### config.mk
export PLATFORM = sky130hd
export DESIGN_NAME = uart_tx_sched_flat
export DESIGN_NICKNAME = d
export VERILOG_FILES = /design/src/rtl/uart_pkg.sv /design/src/rtl/uart_tx_sched_if.sv /design/src/rtl/rr_pick.sv /design/src/rtl/uart_tx_sched.sv /design/src/flat_wrapper.sv
export SDC_FILE = /design/constraint.sdc
export NUM_CORES = 1
export LEC_CHECK = 0
export CORE_ASPECT_RATIO = 0.8
export CORE_MARGIN = 5
export CORE_UTILIZATION = 25
export CTS_CLUSTER_SIZE = 20
export DETAILED_ROUTE_END_ITERATION = 7
export PLACE_DENSITY = 0.59
export SLEW_MARGIN = 30
export SYNTH_ARGS = -nofsm -noshare
export SYNTH_HDL_FRONTEND = slang
export SYNTH_SLANG_ARGS = --single-unit
### constraint.sdc
create_clock -name clk -period 1.7 [get_ports clk]
set_input_delay 0.17 -clock clk [delete_from_list [all_inputs] [get_ports clk]]
set_output_delay 0.17 -clock clk [all_outputs]
set_load 0.03 [all_outputs]
### src/rtl/uart_pkg.sv
// Shared UART definitions: scheduler state encoding and the clock/baud constants
// used by both the scheduler and the byte transmitter.
package uart_pkg;

  localparam int unsigned FCLK = 50000000;
  localparam int unsigned VEL  = 57600;

  typedef enum logic [2:0] {
    IDLE = 3'd0,
    LOAD = 3'd1,
    SEND = 3'd2,
    WAIT = 3'd3,
    CHK  = 3'd4,
    GAP  = 3'd5
  } sched_state_e;

endpackage

### src/rtl/uart_tx_sched_if.sv
// Requester-side byte-stream bundle for uart_tx_sched: per-requester valid/data/last
// from the sources, ready and packet grant back from the scheduler.
interface uart_tx_sched_if #(
  parameter int unsigned N_REQ = 4
);

  logic [N_REQ-1:0]   req_valid;
  logic [8*N_REQ-1:0] req_dat;
  logic [N_REQ-1:0]   req_last;
  logic [N_REQ-1:0]   req_ready;
  logic [N_REQ-1:0]   grant;

  modport master (
    output req_valid, req_dat, req_last,
    input  req_ready, grant
  );

  modport slave (
    input  req_valid, req_dat, req_last,
    output req_ready, grant
  );

endinterface

### src/rtl/rr_pick.sv
// Combinational round-robin finder: first set bit of req at or above ptr, wrapping.
module rr_pick #(
  parameter int unsigned N_REQ = 4,
  localparam int unsigned IW = (N_REQ > 1) ? $clog2(N_REQ) : 1
) (
  input  logic [N_REQ-1:0] req,
  input  logic [IW-1:0]    ptr,
  output logic [IW-1:0]    idx,
  output logic             found
);

  localparam int unsigned CW = IW + 1;

  logic [CW-1:0] cand;

  always_comb begin
    idx   = '0;
    found = 1'b0;
    cand  = '0;
    for (int unsigned k = 0; k < N_REQ; k++) begin
      cand = {1'b0, ptr} + CW'(k);
      if (cand >= CW'(N_REQ)) cand = cand - CW'(N_REQ);
      if (!found && req[cand[IW-1:0]]) begin
        found = 1'b1;
        idx   = cand[IW-1:0];
      end
    end
  end

endmodule

### src/rtl/uart_tx_sched.sv
// Packet-level round-robin scheduler sharing one byte-serial UART transmitter.
// Optional checksum frame per packet: define UART_TX_SCHED_CHKSUM_EN.
module uart_tx_sched
  import uart_pkg::*;
#(
  parameter int unsigned N_REQ     = 4,
  parameter int unsigned GAP_TACTS = 0
) (
  input  logic                  clk,
  input  logic                  rst_n,
  uart_tx_sched_if.slave        req,
  output logic                  tx_st,
  output logic [7:0]            tx_dat,
  input  logic                  tx_busy,
  input  logic                  tx_ce_tact,
  input  logic                  tx_ce_stop,
  output logic                  pkt_done
);

  localparam int unsigned IW = (N_REQ > 1) ? $clog2(N_REQ) : 1;
  localparam int unsigned GW = 4;

  sched_state_e      state, state_n;
  logic [IW-1:0]     ptr, ptr_n, gidx, gidx_n;
  logic [N_REQ-1:0]  grant_q, grant_n, ready_q, ready_n;
  logic [7:0]        dat_q, dat_n;
  logic              last_q, last_n;
  logic              st_q, st_n, done_q, done_n;
  logic [GW-1:0]     gcnt, gcnt_n;
  logic              enter_gap;
  logic [IW-1:0]     pick_idx;
  logic              pick_found;
  logic [7:0]        cur_byte;
`ifdef UART_TX_SCHED_CHKSUM_EN
  logic [7:0]        chk_q, chk_n;
  logic              chk_sent, chk_sent_n;
`endif

  rr_pick #(.N_REQ(N_REQ)) u_pick (
    .req   (req.req_valid),
    .ptr   (ptr),
    .idx   (pick_idx),
    .found (pick_found)
  );

  assign cur_byte      = req.req_dat[{gidx, 3'b000} +: 8];
  assign req.req_ready = ready_q;
  assign req.grant     = grant_q;
  assign tx_st         = st_q;
  assign tx_dat        = dat_q;
  assign pkt_done      = done_q;

  // Next-state and registered-output logic; tx_st is high for the whole SEND cycle
  always_comb begin
    state_n   = state;
    ptr_n     = ptr;
    gidx_n    = gidx;
    grant_n   = grant_q;
    ready_n   = '0;
    dat_n     = dat_q;
    last_n    = last_q;
    st_n      = 1'b0;
    done_n    = 1'b0;
    gcnt_n    = gcnt;
    enter_gap = 1'b0;
`ifdef UART_TX_SCHED_CHKSUM_EN
    chk_n      = chk_q;
    chk_sent_n = chk_sent;
`endif
    case (state)
      IDLE: begin
        if (!tx_busy && pick_found) begin
          gidx_n  = pick_idx;
          grant_n = N_REQ'(1) << pick_idx;
          state_n = LOAD;
`ifdef UART_TX_SCHED_CHKSUM_EN
          chk_n      = 8'h00;
          chk_sent_n = 1'b0;
`endif
        end
      end
      LOAD: begin
        if (req.req_valid[gidx]) begin
          ready_n = grant_q;
          dat_n   = cur_byte;
          last_n  = req.req_last[gidx];
          st_n    = 1'b1;
          state_n = SEND;
`ifdef UART_TX_SCHED_CHKSUM_EN
          chk_n = chk_q ^ cur_byte;
`endif
        end
      end
      SEND: state_n = WAIT;
      WAIT: begin
        if (tx_ce_stop) begin
          if (!last_q) begin
            state_n = LOAD;
          end else begin
`ifdef UART_TX_SCHED_CHKSUM_EN
            if (chk_sent) enter_gap = 1'b1;
            else          state_n   = CHK;
`else
            enter_gap = 1'b1;
`endif
          end
        end
      end
`ifdef UART_TX_SCHED_CHKSUM_EN
      CHK: begin
        dat_n      = chk_q;
        last_n     = 1'b1;
        chk_sent_n = 1'b1;
        st_n       = 1'b1;
        state_n    = SEND;
      end
`endif
      GAP: begin
        if (GAP_TACTS == 0) begin
          state_n = IDLE;
        end else if (tx_ce_tact) begin
          if (gcnt == GW'(GAP_TACTS - 1)) state_n = IDLE;
          else                            gcnt_n  = gcnt + GW'(1);
        end
      end
      default: state_n = IDLE;
    endcase

    if (enter_gap) begin
      done_n  = 1'b1;
      grant_n = '0;
      gcnt_n  = '0;
      ptr_n   = (gidx == IW'(N_REQ - 1)) ? '0 : gidx + IW'(1);
      state_n = GAP;
    end
  end

  always_ff @(posedge clk or negedge rst_n) begin
    if (!rst_n) begin
      state   <= IDLE;
      ptr     <= '0;
      gidx    <= '0;
      grant_q <= '0;
      ready_q <= '0;
      dat_q   <= 8'hFF;
      last_q  <= 1'b0;
      st_q    <= 1'b0;
      done_q  <= 1'b0;
      gcnt    <= '0;
`ifdef UART_TX_SCHED_CHKSUM_EN
      chk_q    <= 8'h00;
      chk_sent <= 1'b0;
`endif
    end else begin
      state   <= state_n;
      ptr     <= ptr_n;
      gidx    <= gidx_n;
      grant_q <= grant_n;
      ready_q <= ready_n;
      dat_q   <= dat_n;
      last_q  <= last_n;
      st_q    <= st_n;
      done_q  <= done_n;
      gcnt    <= gcnt_n;
`ifdef UART_TX_SCHED_CHKSUM_EN
      chk_q    <= chk_n;
      chk_sent <= chk_sent_n;
`endif
    end
  end

endmodule

### src/flat_wrapper.sv
// flat-port wrapper written by rule: the top's interface ports become plain ports
module uart_tx_sched_flat import uart_pkg::*;
#(
  parameter int unsigned N_REQ     = 4,
  parameter int unsigned GAP_TACTS = 0
)
  (clk, rst_n, tx_st, tx_dat, tx_busy, tx_ce_tact, tx_ce_stop, pkt_done, req_req_valid, req_req_dat, req_req_last, req_req_ready, req_grant);
  uart_tx_sched_if #(.N_REQ(N_REQ)) req_i ();
  input  logic clk;
  input  logic rst_n;
  output logic tx_st;
  output logic [7:0] tx_dat;
  input  logic tx_busy;
  input  logic tx_ce_tact;
  input  logic tx_ce_stop;
  output logic pkt_done;
  input wire logic [$bits(req_i.req_valid)-1:0] req_req_valid;
  input wire logic [$bits(req_i.req_dat)-1:0] req_req_dat;
  input wire logic [$bits(req_i.req_last)-1:0] req_req_last;
  output wire logic [$bits(req_i.req_ready)-1:0] req_req_ready;
  output wire logic [$bits(req_i.grant)-1:0] req_grant;
  assign req_i.req_valid = req_req_valid;
  assign req_i.req_dat = req_req_dat;
  assign req_i.req_last = req_req_last;
  assign req_req_ready = req_i.req_ready;
  assign req_grant = req_i.grant;
  uart_tx_sched #(.N_REQ(N_REQ), .GAP_TACTS(GAP_TACTS)) u_core (.clk(clk), .rst_n(rst_n), .req(req_i), .tx_st(tx_st), .tx_dat(tx_dat), .tx_busy(tx_busy), .tx_ce_tact(tx_ce_tact), .tx_ce_stop(tx_ce_stop), .pkt_done(pkt_done));
endmodule
Word level (Yosys, flattened, before mapping)
Cells that the tools add are included.
{"block": "word_totals", "register_bits": 26, "inputBits": 45, "output_inout_bits": 18, "wordCells": 93}
{"block": "classes", "n_addsub": 8, "n_lt_le_gt_ge": 9, "n_eq_ne": 8, "shifts": 2, "n_mux": 42, "reduce_logical": 15}
{"operator": "$shiftx 32x6->8", "count": 1}
{"operator": "$mux 4", "count": 5}
{"operator": "$mux 2", "count": 9}
{"operator": "$mux 1", "count": 16}
{"operator": "$lt 2x3->1 const B", "count": 5}
{"operator": "$mux 3", "count": 5}
{"operator": "$bmux 1 s2", "count": 6}
{"operator": "$pmux 3 s4", "count": 1}
{"operator": "$ge 3x3->1 const B", "count": 3}
{"operator": "$sub 2x1->2 const B", "count": 4}
{"operator": "$add 2x2->3 const B", "count": 2}
{"operator": "$eq 3x2->1 const B", "count": 2}
{"operator": "$ne 3x1->1 const B", "count": 2}
{"operator": "$reduce_and 2->1", "count": 3}
{"operator": "$logic_and 1x1->1", "count": 4}
{"operator": "$logic_not 1->1", "count": 4}
{"operator": "$reduce_and 4->1", "count": 1}
{"operator": "$reduce_bool 2->1", "count": 2}
{"operator": "$shl 1x2->4 const A", "count": 1}
{"operator": "$add 2x1->3 const B", "count": 1}
{"operator": "$eq 3x1->1 const B", "count": 1}
{"operator": "$ge 2x3->1 const B", "count": 1}
{"operator": "$logic_not 3->1", "count": 1}
{"operator": "$ne 3x2->1 const B", "count": 1}
{"operator": "3 further kinds", "count": 3}

Depth between registers and ports, before layout
{"block": "logic_depth", "depth_word": 18, "ltp_mapped": 5, "mapped_depth_nobuf": 4}

By module
Synthesis repeated with hierarchy kept, for this count alone.
{"block": "hier_totals", "cells_unflattened": 102, "hier_area_um2": 1336.3}
{"module": "uart_tx_sched", "n_inst": 1, "cells_per_inst": 87, "area_per_inst_um2": 1258.7}
{"module": "rr_pick", "n_inst": 1, "cells_per_inst": 15, "area_per_inst_um2": 77.6}

Worst setup path before layout
Ideal clock, no wire load.
{"block": "synth_path", "path_kind": "register to register", "start": "register u_core.state[2]", "end": "register u_core.gidx[0]", "setup_time_ns": 0.125, "t_arrival_ns": 1.497, "required_time_ns": 1.575, "slack_ns": 0.079, "stages_incl_launch_ff": 4, "n_path_buf": 0, "path_cell_list": "dfrtp_1 -> or4_1 -> nor2_4 -> mux2_2"}
{"block": "synth_via", "elab_chain_cells": 2}
{"item": "from (decl)", "line": "uart_tx_sched.sv:23", "rtl": "sched_state_e state, state_n;"}
{"item": "from (signal assigned)", "line": "uart_tx_sched.sv:155", "rtl": "state <= state_n;"}
{"item": "$logic_not 3->1", "line": "uart_tx_sched.sv:70", "rtl": "case (state)"}
{"item": "$reduce_and 2->1 (no source line)"}
{"item": "to (signal assigned)", "line": "uart_tx_sched.sv:157", "rtl": "gidx <= gidx_n;"}
{"item": "to (decl)", "line": "uart_tx_sched.sv:24", "rtl": "logic [IW-1:0] ptr, ptr_n, gidx, gidx_n;"}
Every way passes these cells.
A chain may end at the register's enable or synchronous reset.

Final worst setup path
{"block": "layout_path", "start": "register u_core.dat_q[2], in the netlist u_core.tx_dat[2]", "end": "output tx_dat[2]"}
{"item": "from (decl)", "line": "uart_tx_sched.sv:26", "rtl": "logic [7:0] dat_q, dat_n;"}
{"item": "from (signal assigned)", "line": "uart_tx_sched.sv:160", "rtl": "dat_q <= dat_n;"}
{"item": "to (decl)", "line": "flat_wrapper.sv:12", "rtl": "output logic [7:0] tx_dat;"}
No word-level cell between the ends.

==> impl_metrics.py <==
metrics = {
    "synth": {
        "yosysSeqAreaShare_pct": 49.30,
        "post_synth_main_area_contributors": "dfrtp_1 (34%), mux4_2 (17%), dfstp_2 (16%)",
        "ys.flop_type": "dfrtp_1",
        "synth.distinct_cells": 28,
        "synth_seq_cells": 26,
        "yosysTopAreaCellShare_pct": 33.61,
        "synth_area_leader_cell": "dfrtp_1",
        "avgSynthCellArea_um2": 14.41,
        "syn_area_mm2": 0.001340,
        "synth_nets": 139,
        "syn-instance-count": 93,
        "synthArstFlopShare_pct": 100.0,
        "yosys_warnings": 0,
        "synth_enable_flop_cells": 0,
    },
    "outcome": {
        "status": "finished, final reports clean",
    },
    "timing": {
        "timing.fmax_ghz": 0.6029,
        "rsz0062_at_grt": "false",
        "finalCriticalPeriod_ns": 1.659,
        "maxSlewViolCount": 0,
        "whs_ns": 0.2546,
        "finalHoldViolCount": 0,
        "fin_skew_ns": 0.005517,
        "finalCritPeriodShare_pct": 97.57,
        "tightest_slew_ns": 0.4156,
        "relSlewSlack_pct": 72.08,
        "setup_violations": 0,
    },
    "cts": {
        "cts-buffers-inserted": 3,
        "htreeDepth": 1,
        "cts_buffer_depth": 2,
        "clk_pin_slew_worst_paths_ns": 0.10,
        "cts_sinks": 26,
        "holdBufCountCts": 0,
        "clock_latency_ns": 0.27,
        "cts_root_buffer": "clkbuf_8",
        "cts_tree": "built",
    },
    "power": {
        "sequentialPowerShare_pct": 30.0,
        "power_density_mw_per_mm2": 1659,
        "irDropWorstVdd_mv": 0.7649,
        "switching_power_mw": 1.302,
        "p_leak_nw": 0.8923,
        "power_mw": 3.644,
        "p_int_mw": 2.342,
        "switching_share_pct": 35.73,
        "combPwrFrac_pct": 55.6,
        "clkPwrFrac_pct": 14.4,
    },
    "critical_path": {
        "critPathBufInv": 1,
        "cp_max_fo": 2,
        "path_cells": "clkdlybuf4s50_1",
        "slowest_stage": "clkdlybuf4s50_1",
        "endpoint_kind": "primary output",
        "slowest_delay_ns": 0.67,
        "crit_required_ns": 1.53,
        "cpLargestDelayFamily": "buffers and inverters",
        "start_kind": "flip-flop",
        "cp.arrival_ns": 1.49,
        "critPathKind": "flip-flop to primary output",
    },
    "cells_and_area": {
        "num_antenna_cells": 0,
        "regArea_um2": 660.6,
        "syn2layout_area_growth_pct": 63.96,
        "num-nets-final": 217,
        "drive_gt1_share_pct": 32.94,
        "multi_input_comb_area_um2": 648.1,
        "fin_area_mm2": 0.002197,
        "nFillCells": 465,
    },
    "global_route": {
        "track_usage_pct": 11.53,
        "grt_pass1_wl_um": 6265,
        "grt_max_degree": 27,
        "use_met3_pct": 3.554,
        "busiest_layer": "met2",
        "grt_pass1_vias": 1222,
        "antenna_found_initial": 0,
        "gr-usage-met2_pct": 20.31,
        "grt_use_met1_pct": 14.60,
        "grt_overflow": 0,
    },
    "route": {
        "via_count": 1082,
        "dr.pass1.iters": 4,
        "drtAntennaViolNets": 0,
        "avgRoutedWirePerCell_um": 17.00,
        "drtIter0Drc": 24,
        "vias_per_cell": 4.664,
        "routed_wl_um": 3943,
        "route.detailed.drc": 0,
    },
    "min_path": {
        "hold_path.class": "input port to asynchronous set/reset pin",
    },
    "floorplan": {
        "initial_core_util_pct": 26.31,
        "die_area_mm2": 0.006934,
        "design.core.area_mm2": 0.005094,
        "die_h_um": 75.49,
        "ios": 63,
        "rows": 23,
        "die_w_um": 91.86,
    },
    "run": {
        "cap_violations": 0,
    },
    "placement": {
        "port-buffer-count": 61,
        "dpl_cell_area_mm2": 0.002118,
        "hpwl_um": 3140,
        "place.gp.congestion": 0.7731,
    },
}
-- through the flow --
stage	std cells	setup TNS [ns]	setup WS [ns]	util (%)
2_1_floorplan	93	0	0.07863	-
3_3_place_gp	227	-0.7804	-0.09258	41.59
3_5_place_dp	227	-1.049	-0.1224	41.59
4_1_cts	231	0	0.02548	42.99
5_1_grt	232	0	0.004890	43.13
6_report	232	0	0.04127	43.13
-- power groups by stage --
stage / combinational [mW] / clock [mW] / sequential, mW
after floorplan: 0.945 / 0 / 1.44
after global placement: 2.00 / 0 / 1.10
after detailed placement: 2.04 / 0 / 1.10
after CTS: 2.05 / 0.536 / 1.10
after global routing: 2.18 / 0.561 / 1.13
final: 2.03 / 0.523 / 1.09
-- registers in the layout (all words and copies together), names as in the netlist --
register	flops
u_core.gidx	2
u_core.req.req_ready	4
u_core.pkt_done	1
u_core.tx_st	1
u_core.tx_dat	8
u_core.ptr	2
u_core.state	3
u_core.req.grant	4
u_core.last_q	1
-- cell families after synthesis --
logic type	share of synthesized area, %
AOI/OAI and AO/OA	6.536
buffers and inverters	2.334
DFF	49.30
muxes	29.04
adders and majority gates	0.9336
and+or+nand+nor	11.86
-- final timing paths --
kind | startpoint | endpoint | slack (ns) | depth (start not counted)
max | u_core.tx_dat[2] | tx_dat[2] | 0.04 | 1
min | rst_n | u_core.pkt_done | 0.25 | 2
max reg2reg | u_core.state[2] | u_core.gidx[1] | 0.07 | 3
min reg2reg | u_core.last_q | u_core.last_q | 0.52 | 1
max in group asynchronous | rst_n | u_core.tx_dat[6] | 1.14 | 2
min in group clk | u_core.last_q | u_core.last_q | 0.52 | 1
-- layer usage --
| metal | vias to the layer above | part of all wire [%] |
|---|---|---|
| met2 | 36 | 51 |
| met5 | - | 0 |
| li1 | 512 | - |
| met4 | 0 | 0.20 |
| met1 | 532 | 43 |
| met3 | 2 | 6.3 |
-- cell usage in the layout, fill, tap and decap left out --
master and count:
mux2_4 5, buf_12 1, a32o_1 4, clkbuf_8 3
o21a_1 1, nor4_1 1, o21ai_0 1, nor2b_1 1
bufinv_16 1, buf_4 14, and2_2 4, mux4_2 10
o22a_1 1, a21oi_1 4, or4_1 1, nand2_1 5
nand3b_2 1, o22ai_1 1, clkdlybuf4s50_1 61, dfstp_2 8
nor3_1 5, dfrtp_1 18, inv_1 1, mux2i_1 1
mux2_2 7, or3_1 1, nand2b_1 1, nor2_4 2
nor2_1 5, ha_1 1
-- synth_stat cells, drive strengths merged, types with 2 or more instances --
| library cell | n |
|---|---|
| dfstp | 8 |
| a21oi | 4 |
| mux4 | 10 |
| a32o | 4 |
| mux2 | 12 |
| dfrtp | 18 |
| nand2 | 5 |
| buf | 2 |
| nor2 | 7 |
| nor3 | 5 |
| and2 | 4 |
-- what timing repair did --
action	CTS	global route
setup endpoints to repair	0	1
setup buffers	0	1
resized for setup	0	0
-- cell type report --
class                      instances  area share [%]
clock buffer                       3           1.879
timing repair buffer              76           33.49
inverter                           1          0.1708
multi-input combinational         63           29.50
sequential                        26           30.07
tap                               62           3.531
clock inverter                     1           1.367
Power figures use the tool's default switching activity.
